File: src/rtl/arb_pkg.sv
// Shared definitions for the round-robin arbiter: state codes, defaults, clog2.
package arb_pkg;

  localparam int unsigned DEF_NREQ     = 4;
  localparam int unsigned DEF_MAX_HOLD = 8;
  localparam int unsigned HOLD_W       = 8;

  typedef enum logic [1:0] {
    IDLE  = 2'b01,
    GRANT = 2'b10
  } arb_state_e;

  // Ceiling log2, used for index widths (valid for v >= 2).
  function automatic int unsigned clog2(input int unsigned v);
    int unsigned r;
    r = 0;
    for (int unsigned i = 0; i < 32; i++) begin
      if ((32'd1 << i) < v) r = i + 1;
    end
    return r;
  endfunction

endpackage

File: src/rtl/rr_arbiter_fsm_if.sv
// Request/grant bundle between bus masters and the arbiter.
interface rr_arbiter_fsm_if
  import arb_pkg::*;
#(
  parameter int unsigned NREQ = DEF_NREQ
);
  localparam int unsigned IDW = clog2(NREQ);

  logic [NREQ-1:0] req;
  logic [NREQ-1:0] lock;
  logic [NREQ-1:0] gnt;
  logic            gnt_valid;
  logic [IDW-1:0]  gnt_id;

  modport master (
    output req,
    output lock,
    input  gnt,
    input  gnt_valid,
    input  gnt_id
  );

  modport slave (
    input  req,
    input  lock,
    output gnt,
    output gnt_valid,
    output gnt_id
  );
endinterface

File: src/rtl/rr_pick.sv
// Combinational rotating-priority picker: first unmasked request at or after start.
module rr_pick
  import arb_pkg::*;
#(
  parameter  int unsigned NREQ = DEF_NREQ,
  localparam int unsigned IDW  = clog2(NREQ)
) (
  input  logic [NREQ-1:0] req,
  input  logic [NREQ-1:0] mask,
  input  logic [IDW-1:0]  start,
  output logic [NREQ-1:0] pick_oh_c,
  output logic [IDW-1:0]  pick_id_c,
  output logic            any_c
);

  logic [NREQ-1:0] eff_req;

  assign eff_req = req & ~mask;

  // Scan from start upward with wrap; first hit wins.
  always_comb begin
    logic [IDW-1:0] idx;
    pick_oh_c = '0;
    pick_id_c = '0;
    any_c     = 1'b0;
    idx       = '0;
    for (int unsigned off = 0; off < NREQ; off++) begin
      idx = IDW'((32'(start) + off) % NREQ);
      if (!any_c && eff_req[idx]) begin
        any_c          = 1'b1;
        pick_oh_c[idx] = 1'b1;
        pick_id_c      = idx;
      end
    end
  end

endmodule

File: src/rtl/rr_arbiter_fsm.sv
// N-way round-robin arbiter with bounded hold time and registered grant.
// Optional build macro ARB_LOCK_EN: the granted requester's lock bit freezes
// the hold counter so atomic multi-beat transfers are not preempted.
module rr_arbiter_fsm
  import arb_pkg::*;
#(
  parameter  int unsigned NREQ     = DEF_NREQ,
  parameter  int unsigned MAX_HOLD = DEF_MAX_HOLD,
  localparam int unsigned IDW      = clog2(NREQ)
) (
  input  logic              clock,
  input  logic              reset,
  rr_arbiter_fsm_if.slave   bus
);

  localparam logic [IDW-1:0]    LAST_RST = IDW'(NREQ - 1);
  localparam logic [HOLD_W-1:0] HOLD_TOP = HOLD_W'(MAX_HOLD - 1);

  arb_state_e        state_q, state_d;
  logic [NREQ-1:0]   gnt_q, gnt_d;
  logic [IDW-1:0]    id_q, id_d;
  logic              valid_q, valid_d;
  logic [IDW-1:0]    last_q, last_d;
  logic [HOLD_W-1:0] hold_q, hold_d;

  logic [IDW-1:0]    start_c;
  logic [NREQ-1:0]   pick_oh_c;
  logic [IDW-1:0]    pick_id_c;
  logic              pick_any_c;
  logic              cur_req_c;
  logic              others_c;
  logic              locked_c;

  // Search begins one past the most recently granted requester.
  assign start_c   = (last_q == LAST_RST) ? '0 : last_q + IDW'(1);
  assign cur_req_c = |(bus.req & gnt_q);
  assign others_c  = |(bus.req & ~gnt_q);

`ifdef ARB_LOCK_EN
  // Lock only counts for the requester currently holding the grant.
  assign locked_c = |(bus.lock & gnt_q) && cur_req_c;
`else
  logic unused_lock;
  assign unused_lock = ^bus.lock;
  assign locked_c    = 1'b0;
`endif

  // Masking the current holder makes a timeout rotate away from it.
  rr_pick #(.NREQ(NREQ)) u_pick (
    .req       (bus.req),
    .mask      (gnt_q),
    .start     (start_c),
    .pick_oh_c (pick_oh_c),
    .pick_id_c (pick_id_c),
    .any_c     (pick_any_c)
  );

  // State, grant outputs and bookkeeping registers.
  always_ff @(posedge clock) begin
    if (reset) begin
      state_q <= IDLE;
      gnt_q   <= '0;
      id_q    <= '0;
      valid_q <= 1'b0;
      last_q  <= LAST_RST;
      hold_q  <= '0;
    end else begin
      state_q <= state_d;
      gnt_q   <= gnt_d;
      id_q    <= id_d;
      valid_q <= valid_d;
      last_q  <= last_d;
      hold_q  <= hold_d;
    end
  end

  // Next-state, next-grant and hold-counter logic.
  always_comb begin
    state_d = state_q;
    gnt_d   = gnt_q;
    id_d    = id_q;
    last_d  = last_q;
    hold_d  = hold_q;

    case (state_q)
      IDLE: begin
        if (pick_any_c) begin
          state_d = GRANT;
          gnt_d   = pick_oh_c;
          id_d    = pick_id_c;
          last_d  = pick_id_c;
          hold_d  = '0;
        end
      end

      GRANT: begin
        if (!cur_req_c) begin
          if (others_c) begin
            // Holder released: hand over directly, no idle bubble.
            gnt_d  = pick_oh_c;
            id_d   = pick_id_c;
            last_d = pick_id_c;
            hold_d = '0;
          end else begin
            state_d = IDLE;
            gnt_d   = '0;
            id_d    = '0;
            hold_d  = '0;
          end
        end else if (locked_c) begin
          hold_d = hold_q;
        end else if (!others_c) begin
          // Sole requester: keep grant, counter saturates.
          if (hold_q < HOLD_TOP) hold_d = hold_q + HOLD_W'(1);
        end else if (hold_q < HOLD_TOP) begin
          hold_d = hold_q + HOLD_W'(1);
        end else begin
          // Hold budget spent with others waiting: rotate.
          gnt_d  = pick_oh_c;
          id_d   = pick_id_c;
          last_d = pick_id_c;
          hold_d = '0;
        end
      end

      default: begin
        state_d = IDLE;
        gnt_d   = '0;
        id_d    = '0;
        hold_d  = '0;
      end
    endcase

    valid_d = |gnt_d;
  end

  assign bus.gnt       = gnt_q;
  assign bus.gnt_id    = id_q;
  assign bus.gnt_valid = valid_q;

endmodule

File: src/flat_wrapper.sv
// flat-port wrapper written by rule: the top's interface ports become plain ports
module rr_arbiter_fsm_flat import arb_pkg::*;
#(
  parameter  int unsigned NREQ     = DEF_NREQ,
  parameter  int unsigned MAX_HOLD = DEF_MAX_HOLD,
  localparam int unsigned IDW      = clog2(NREQ)
)
  (clock, reset, bus_req, bus_lock, bus_gnt, bus_gnt_valid, bus_gnt_id);
  rr_arbiter_fsm_if #(.NREQ(NREQ)) bus_i ();
  input  logic clock;
  input  logic reset;
  input wire logic [$bits(bus_i.req)-1:0] bus_req;
  input wire logic [$bits(bus_i.lock)-1:0] bus_lock;
  output wire logic [$bits(bus_i.gnt)-1:0] bus_gnt;
  output wire logic [$bits(bus_i.gnt_valid)-1:0] bus_gnt_valid;
  output wire logic [$bits(bus_i.gnt_id)-1:0] bus_gnt_id;
  assign bus_i.req = bus_req;
  assign bus_i.lock = bus_lock;
  assign bus_gnt = bus_i.gnt;
  assign bus_gnt_valid = bus_i.gnt_valid;
  assign bus_gnt_id = bus_i.gnt_id;
  rr_arbiter_fsm #(.NREQ(NREQ), .MAX_HOLD(MAX_HOLD)) u_core (.clock(clock), .reset(reset), .bus(bus_i));
endmodule
File: config.mk
export PLATFORM = sky130hd
export DESIGN_NAME = rr_arbiter_fsm_flat
export DESIGN_NICKNAME = d
export VERILOG_FILES = /design/src/rtl/arb_pkg.sv /design/src/rtl/rr_arbiter_fsm_if.sv /design/src/rtl/rr_pick.sv /design/src/rtl/rr_arbiter_fsm.sv /design/src/flat_wrapper.sv
export SDC_FILE = /design/constraint.sdc
export NUM_CORES = 1
export LEC_CHECK = 0
export ABC_AREA = 1
export BUFFER_PORTS_ARGS = -buffer_cell sky130_fd_sc_hd__buf_2
export CAP_MARGIN = 20
export CORE_MARGIN = 5
export CORE_UTILIZATION = 28
export DETAILED_ROUTE_END_ITERATION = 16
export PLACE_DENSITY_LB_ADDON = 0.25
export SYNTH_ARGS = -nofsm -noshare
export SYNTH_HDL_FRONTEND = slang
export SYNTH_SLANG_ARGS = --single-unit
File: constraint.sdc
create_clock -name clock -period 6.2 [get_ports clock]
set_clock_uncertainty 0.15 [all_clocks]
set_input_delay 1.24 -clock clock [delete_from_list [all_inputs] [get_ports clock]]
set_output_delay 1.24 -clock clock [all_outputs]
set_load 0.005 [all_outputs]
==> flow_metrics.py <==
metrics = {
    "yosys": {
        "synth_area_sq_mm": 0.00146,
        "synth_fp_nets": 254,
        "synth_warnings": 0,
        "yosys.area.top_type": "dfxtp_1",
        "synthArstFlopShare_pct": 0,
        "syn_avg_cell_area_sq_um": 6.27,
        "synth_top_area_share_pct": 26.0,
        "ys_seq_area_share_pct": 26.0,
        "ys_types": 25,
        "ys.flop_type": "dfxtp_1",
        "yosysMostFrequentCell": "nand2_1",
        "synth_seq_cells": 19,
        "yosys-top-cells-area": "dfxtp_1, nand2_1, ha_1",
        "synthTopCellsByCount": "nand2_1, inv_1, nor2_1",
        "synth_edf_count": 0,
        "postSynthCellCount": 233,
    },
    "floorplanning": {
        "io_pins": 17,
        "die_area_sq_mm": 0.00676,
        "start_util_pct": 28.8,
        "die_x_um": 82.2,
        "coreArea_sq_mm": 0.00507,
        "die_h_um": 82.2,
        "rows": 26,
    },
    "drt": {
        "dr.pass1.iters": 4,
        "drc": 0,
        "ant_nets": 0,
        "viasPerCell": 4.43,
        "vias": 1409,
        "routed_wl_mm": 3.24,
        "dr.first_iter.drc_count": 42,
        "post_drt_wl_per_cell_um": 10.2,
    },
    "timing": {
        "maxSlewHeadroom_pct": 74.0,
        "setup_tns_ns": 0,
        "fin_ws_ns": 3.38,
        "tightest_slew_ns": 0.389,
        "period_needed_ns": 2.82,
        "fmax_mhz": 354,
        "fin_crit_sh_pct": 45.5,
        "drv_slew": 0,
        "finalSetupViolCount": 0,
        "hold_viol_final": 0,
        "rsz0062_at_grt": "false",
    },
    "worst_setup_path": {
        "cp.arrival_ns": 2.81,
        "r2r_cells": 15,
        "start_kind": "input port",
        "timing.rr.start": "u_core.last_q[0]",
        "endpoint_kind": "register",
        "critPathKind": "in -> reg",
        "regToRegSetupSlack_ns": 3.61,
        "worstPathMaxFanout": 7,
        "rr_endpoint": "u_core.bus.gnt_valid",
        "required_ns": 6.19,
    },
    "clocking": {
        "cts-htree-levels": 1,
        "cts_buffers": 3,
        "cts.sinks": 19,
        "clk_pin_slew_ns": 0.07,
        "max-clock-path-buffers": 2,
        "cts_tree": "yes",
        "post_cts_buffers": 0,
        "insertion_delay_ns": 0.25,
        "hold_buffers": 0,
        "cts.repair.resized": 0,
        "cts-root-buf": "clkbuf_8",
    },
    "global_route": {
        "grt_pass1_vias": 1373,
        "met3_usage_pct": 1.63,
        "grtUsageMet2_pct": 18.8,
        "antenna_found_initial": 0,
        "grt_max_degree": 14,
        "grtUsageTotal_pct": 11.0,
        "met1_usage_pct": 13.4,
        "busiest_layer": "met2",
        "grt_pass1_wl_mm": 5.94,
        "overflow": 0,
    },
    "power_and_ir_drop": {
        "p_comb_share_pct": 67.3,
        "power.leakage_nw": 0.879,
        "swShare_pct": 53.1,
        "pwr-share-clk_pct": 10.5,
        "internal_power_w": 0.000376,
        "powerDensity_mw_per_mm2": 487,
        "switching_power_w": 0.000427,
        "seqPwrFrac_pct": 22.2,
        "ir_drop_uv": 130,
    },
    "cells_and_area": {
        "fin_util_pct": 32.5,
        "fin_nets": 270,
        "fin_cells": 318,
        "final_area_sq_mm": 0.00165,
        "layout.area.seq_sq_um": 380,
        "area_growth_syn_to_layout_pct": 13.0,
        "diodes": 0,
        "layout-drive-gt1-share_pct": 14.5,
        "multi_input_comb_area_sq_um": 942,
        "fillers": 592,
    },
    "outcome": {
        "status": "finished, final reports clean",
    },
    "placed_design": {
        "preCtsSetupSlack_ns": 3.11,
        "dpl_cell_area_sq_mm": 0.00161,
        "dp_cells": 314,
        "place_congestion": 0.797,
        "dp_hpwl_mm": 2.73,
        "portBuffers": 12,
    },
    "flow_run": {
        "maxCapViolCount": 0,
    },
    "worst_hold_path": {
        "hold_depth": 2,
        "hp-class": "reg -> reg",
        "min_from": "u_core.hold_q[6]",
        "holdPathEnd": "u_core.hold_q[6]",
    },
}
==> cells by family after synthesis <==
kind of cell	share of synthesized area [%]
fa+ha+maj	9.42
compound gates	10.4
buf+inv	9.50
flops	26.0
simple gates	44.7
==> layout by cell type (no fill, tap or decap), types with 2 or more instances in the layout <==
master / instances
a21oi_1: 8
buf_2: 12
clkbuf_8: 3
dfxtp_1: 19
ha_1: 11
inv_1: 32
inv_2: 4
nand2_1: 66
nand2_2: 4
nand2_4: 4
nand3_1: 27
nand4_1: 2
nor2_1: 31
o21ai_0: 10
o22ai_1: 2
or2_2: 2
==> metal layers <==
metal / vias up / wire (um)
li1: 770 / -
met1: 618 / 1530
met2: 15 / 1580
met3: 6 / 65
met4: 0 / 70
met5: - / 0
==> worst max-delay path, stage by stage <==
cell and delay (ns):
buf_2 0.10, nand2_1 0.11, nand2_1 0.10, nand3_1 0.10
nand2_1 0.15, nand3_1 0.27, nor2_1 0.07, nor2_1 0.16
nand3_1 0.09, nand2_1 0.06, nand3_1 0.06, nand2_1 0.09
nand2_1 0.06, nor2_1 0.10, nor2_1 0.04
==> layout make-up <==
cell class | count | share of cell area, %
clock inverter | 1 | 0.303
tap | 70 | 5.30
inverter | 36 | 8.18
clock buffer | 3 | 2.50
multi-input combinational | 177 | 57.0
timing repair buffer | 12 | 3.64
sequential | 19 | 23.0
==> power by group through the flow <==
stage	clock network, W	registers, W	logic, W
final	0.0000844	0.000179	0.000540
after global placement	0	0.000184	0.000544
after CTS	0.0000900	0.000180	0.000547
after detailed placement	0	0.000183	0.000544
after floorplan	0	0.000177	0.000428
after global routing	0.0000945	0.000183	0.000626
==> per-stage QoR <==
step,hold WS (ns),total power [W]
finish,0.290,0.000804
global route,0.309,0.000904
CTS,0.293,0.000817
detailed placement,0.278,0.000727
global placement,0.279,0.000728
floorplan,0.267,0.000605
==> worst max path at each step <==
stage,slack (ns),cells past startpoint,startpoint,endpoint
after floorplan,3.51,14,bus_req[3],u_core.hold_q[1]
after global placement,3.11,15,bus_req[3],u_core.bus.gnt_valid
after detailed placement,3.11,15,bus_req[1],u_core.bus.gnt_valid
after CTS,3.37,15,bus_req[1],u_core.bus.gnt_valid
after global routing,3.12,15,bus_req[1],u_core.bus.gnt_valid
final,3.38,15,bus_req[1],u_core.bus.gnt_valid
==> state kept, by name (all words and copies together) (netlist names) <==
signal and flops:
u_core.last_q 2, u_core.hold_q 8, u_core.bus.gnt 4, u_core.state_q 2, u_core.bus.gnt_id 2, u_core.bus.gnt_valid 1
No activity file was read; power rests on OpenSTA's default activity.
